===== src/rtl/button_event_decoder.sv =====
// Turns a debounced button level into one-cycle press, release,
// long-press, auto-repeat and double-click event pulses.
module button_event_decoder #(
  parameter int unsigned LONG_CYCLES   = 50_000_000,
  parameter int unsigned REPEAT_CYCLES = 10_000_000,
  parameter int unsigned DCLICK_CYCLES = 12_500_000,
  parameter int unsigned CNT_W         = 27
) (
  input  logic clk,
  input  logic rst_n,
  input  logic clean_i,
  output logic press_o,
  output logic release_o,
  output logic long_press_o,
  output logic repeat_pulse_o,
  output logic double_click_o,
  output logic held_o
);

  typedef enum logic [1:0] {
    IDLE,
    DOWN,
    HOLD,
    GAP
  } state_e;

  // Counter holds (elapsed cycles - 1) when a condition is evaluated
  localparam logic [CNT_W-1:0] LONG_M1 = CNT_W'(LONG_CYCLES - 1);
  localparam logic [CNT_W-1:0] REP_M1  = CNT_W'(REPEAT_CYCLES - 1);
  localparam logic [CNT_W-1:0] DCL_M1  = CNT_W'(DCLICK_CYCLES - 1);

  state_e           state_q;
  logic [CNT_W-1:0] cnt_q;
  logic [CNT_W-1:0] cnt_d;
  logic             clean_q;
  logic             second_q;
  logic             press_q;
  logic             release_q;
  logic             long_q;
  logic             rep_q;
  logic             dclick_q;
  logic             held_q;
  logic             rise;
  logic             fall;

  assign rise  = clean_i & ~clean_q;
  assign fall  = ~clean_i & clean_q;
  assign cnt_d = (&cnt_q) ? cnt_q : cnt_q + CNT_W'(1);

  always_ff @(posedge clk or negedge rst_n) begin
    if (!rst_n) begin
      state_q   <= IDLE;
      cnt_q     <= '0;
      clean_q   <= 1'b0;
      second_q  <= 1'b0;
      press_q   <= 1'b0;
      release_q <= 1'b0;
      long_q    <= 1'b0;
      rep_q     <= 1'b0;
      dclick_q  <= 1'b0;
      held_q    <= 1'b0;
    end else begin
      clean_q   <= clean_i;
      cnt_q     <= cnt_d;
      press_q   <= 1'b0;
      release_q <= 1'b0;
      long_q    <= 1'b0;
      rep_q     <= 1'b0;
      dclick_q  <= 1'b0;
      unique case (state_q)
        IDLE: begin
          if (rise) begin
            press_q  <= 1'b1;
            held_q   <= 1'b1;
            second_q <= 1'b0;
            cnt_q    <= '0;
            state_q  <= DOWN;
          end
        end
        DOWN: begin
          if (fall) begin
            release_q <= 1'b1;
            held_q    <= 1'b0;
            cnt_q     <= '0;
            state_q   <= second_q ? IDLE : GAP;
          end else if (cnt_q >= LONG_M1) begin
            long_q  <= 1'b1;
            cnt_q   <= '0;
            state_q <= HOLD;
          end
        end
        HOLD: begin
          if (fall) begin
            release_q <= 1'b1;
            held_q    <= 1'b0;
            cnt_q     <= '0;
            state_q   <= IDLE;
          end else if (cnt_q >= REP_M1) begin
            rep_q <= 1'b1;
            cnt_q <= '0;
          end
        end
        GAP: begin
          if (rise) begin
            press_q  <= 1'b1;
            dclick_q <= 1'b1;
            held_q   <= 1'b1;
            second_q <= 1'b1;
            cnt_q    <= '0;
            state_q  <= DOWN;
          end else if (cnt_q >= DCL_M1) begin
            cnt_q   <= '0;
            state_q <= IDLE;
          end
        end
        default: begin
          held_q  <= 1'b0;
          cnt_q   <= '0;
          state_q <= IDLE;
        end
      endcase
    end
  end

  assign press_o        = press_q;
  assign release_o      = release_q;
  assign long_press_o   = long_q;
  assign repeat_pulse_o = rep_q;
  assign double_click_o = dclick_q;
  assign held_o         = held_q;

endmodule


===== config.mk =====
export PLATFORM = sky130hd
export DESIGN_NAME = button_event_decoder
export DESIGN_NICKNAME = d
export VERILOG_FILES = /design/src/rtl/button_event_decoder.sv
export SDC_FILE = /design/constraint.sdc
export NUM_CORES = 1
export LEC_CHECK = 0
export BUFFER_PORTS_ARGS = -buffer_cell sky130_fd_sc_hd__buf_2
export CORE_UTILIZATION = 52
export CTS_BUF_LIST = sky130_fd_sc_hd__clkbuf_8
export DETAILED_ROUTE_END_ITERATION = 10
export GPL_ROUTABILITY_DRIVEN = 1
export MAX_ROUTING_LAYER = met4
export PLACE_DENSITY = 0.83
export RECOVER_POWER = 50
export SLEW_MARGIN = 30
export SYNTH_ARGS = -nofsm -noshare
export SYNTH_HDL_FRONTEND = slang
export SYNTH_SLANG_ARGS = --single-unit

===== constraint.sdc =====
create_clock -name clk -period 1.9 [get_ports clk]
set_input_delay 0.19 -clock clk [delete_from_list [all_inputs] [get_ports clk]]
set_output_delay 0.19 -clock clk [all_outputs]
set_load 0.01 [all_outputs]

==> impl_metrics.toml <==
[sta]
tightest_slew_ns = 0.914
drv_slew = 0
hold_violations = 0
slew_headroom_pct = 39.1
fin_crit_sh_pct = 109
setup_slack_ns = -0.178
setup_viol = 29
finalClockSkew_ns = 0.00619
rsz0062_at_grt = "yes"
period_minus_slack_ns = 2.08
fmax_mhz = 481

[global_route]
grt_pass1_wl_um = 9100
grt_usage_pct = 28.1
grt_pass1_vias = 1974
busiest_layer = "met2"
grt_overflow_total = 0
grt_use_met2_pct = 43.6
antenna_found_initial = 0
grt_max_degree = 38
use_met1_pct = 34.4
met3_usage_pct = 6.08

[drt]
routed_wl_um = 5580
num_vias = 2035
dr.pass1.iters = 5
drt_iter0_drc = 219
detail-route-antenna-nets = 0
via_per_inst = 5.90
route.detailed.drc = 0
post_drt_wl_per_cell_um = 16.2

[worst_setup_path]
worst_setup_path_start_kind = "flip-flop"
worstPathArrival_ns = 2.26
slowest_delay_ns = 0.58
crit_required_ns = 2.09
worst_setup_path_end_kind = "flip-flop"
worstSetupPathType = "reg -> reg"
crit_path_max_fanout = 7
cpMaxStageDelayCell = "or4b_4"
path_cells = "or4b_4 > nor4_4 > a21oi_2 > o211ai_2 > o2111a_2 > buf_4 > nor2_1"

[synthesis]
synth_cell_types = 49
synthTopCellsByArea = "dfrtp_1 (41%), nor2_1 (7.0%), xor2_1 (6.3%)"
ys_warn_count = 0
synth-main-ff-cell = "dfrtp_1"
syn_area_um2 = 2240
yosysTopAreaCell = "dfrtp_1"
yosys_register_bits = 37
synth_fp_nets = 255
synth_top_area_share_pct = 41.3
syn_area_per_cell_um2 = 9.11
yosysSeqAreaShare_pct = 41.3
synthCells = 246
synth_enable_flop_cells = 0
async_flop_share_pct = 100

[power]
leakage_nw = 1.22
powerDensity_nw_per_um2 = 875
power_mw = 2.46
ir_drop_mv = 0.430

[cells_and_area]
antenna_cells = 0
areaGrowthSynthToFinish_pct = 25.2
regMostFlops = "cnt_q"
reg_top3 = "cnt_q (27), state_q (2)"
stdcell_area_um2 = 2810
drive_above_1_share_pct = 30.2
fillCellCount = 299
final_nets = 304
largest_register_ffs = 27

[die]
core.rowCount = 23
die_h_um = 67.7
start_util_pct = 55.3
core_area_um2 = 4060
die_area_um2 = 4580
pin_count = 9
chipWidth_um = 67.7

[cts]
cts_num_sinks = 37
cts_hold_buf = 0
cts_tree = "done"
ctsHtreeMaxLevel = 2
clockBufferDepth = 2
cts-buffers-inserted = 5
insertion_delay_ns = 0.30
clock-root-buffer = "clkbuf_8"
path_clk_slew_ns = 0.07

[job]
max-cap-violations = 0

[placement]
dpl_cell_area_um2 = 2580
dp_hpwl_um = 3780
io_buffer_count = 8
finalWeightedCongestion = 0.907

[status]
status = "finished with violations"
violations = "setup timing"

[worst_hold_path]
hp-class = "in -> async"
==> synthesized netlist by cell type (4+ instances only) <==
| library cell | count |
|---|---|
| nand2_1 | 23 |
| nand4_1 | 13 |
| nor2b_1 | 5 |
| nor3_1 | 4 |
| dfrtp_1 | 37 |
| and3_1 | 4 |
| a21oi_1 | 6 |
| nor4_1 | 4 |
| nor2_1 | 42 |
| ha_1 | 6 |
| nand3_1 | 14 |
| xnor2_1 | 8 |
| clkbuf_1 | 9 |
| xor2_1 | 16 |
| inv_1 | 4 |
==> logic make-up after synthesis <==
logic type      after synthesis  synth area share, %
mux                           3                 1.34
xor+xnor                     24                 9.37
compound gates               25                 8.04
fa+ha+maj                     6                 3.35
simple gates                133                 32.0
flops                        37                 41.3
buf+inv                      18                 4.58
==> path summary, 6_finish.rpt <==
| kind | cells after the start | startpoint | slack (ns) | to |
|---|---|---|---|---|
| min | 1 | rst_n | 0.02 | cnt_q[26] |
| max reg2reg | 7 | cnt_q[11] | -0.18 | cnt_q[8] |
| max in group asynchronous | 1 | rst_n | 1.27 | cnt_q[13] |
| min reg2reg | 2 | held_o | 0.50 | held_o |
| min in group clk | 1 | clean_i | 0.06 | clean_q |
| max | 7 | cnt_q[11] | -0.18 | cnt_q[8] |
==> stage by stage <==
step / hold WS [ns] / setup TNS (ns) / util (%) / setup slack (ns) / instances
6_report: 0.0158 / -4.54 / 69.2 / -0.178 / 345
3_3_place_gp: 0.315 / -1.69 / 63.6 / -0.0746 / 333
5_1_grt: 0.0730 / -7.21 / 69.2 / -0.278 / 345
3_5_place_dp: 0.332 / -3.85 / 63.6 / -0.152 / 333
4_1_cts: 0.0133 / -3.79 / 67.2 / -0.151 / 343
2_1_floorplan: -0.106 / -1.57 / - / -0.0796 / 246
==> routing by layer <==
| layer | part of all wire (%) | wire (um) |
|---|---|---|
| met5 | 0 | 0 |
| met4 | 3.5 | 196 |
| met3 | 5.7 | 320 |
| met2 | 48 | 2680 |
| met1 | 43 | 2380 |
==> power breakdown <==
part           total (mW)  leakage, nW  internal (mW)  switching [mW]
Combinational       0.880        0.666          0.375           0.505
Clock               0.659       0.0540          0.381           0.278
Sequential          0.918        0.501          0.868          0.0501
==> what timing repair did <==
item                       4_1_cts  5_1_grt
gates cloned                     1        0
pin swaps                        4        4
setup buffers                    2        2
setup endpoints to repair       29       29
resized for setup                8       18
==> critical path, delay by kind of cell, from the launching register on <==
kind | cells | cell delay, ns
flops | 1 | 0.44
compound gates | 3 | 0.51
buf+inv | 1 | 0.18
simple gates | 3 | 0.82
==> cell usage in the layout, fill, tap and decap left out, types with 3 or more instances in the layout <==
cell type and n:
buf_4 44, nor2_1 36, dfrtp_1 35, nand2_1 22, xor2_1 15, nand4_1 13
nand3_1 13, xnor2_1 8, ha_1 6, buf_2 6, a21oi_1 5, nor2_2 5
clkbuf_8 5, nor3_1 4, nor2b_1 4, inv_1 4, o21ai_0 3, nor4_1 3
nor4_2 3, nor3b_1 3, and2_1 3, mux2i_1 3, buf_6 3
==> cell type report <==
cell class                 instances  area, um2  share of cell area, %
multi-input combinational        191       1280                   45.6
sequential                        37        928                   33.1
timing repair buffer              56        418                   14.9
clock buffer                       5       68.8                   2.45
tap                               50       62.6                   2.23
clock inverter                     2       35.0                   1.25
inverter                           4       15.0                  0.535
(Power assumes the default switching activity.)
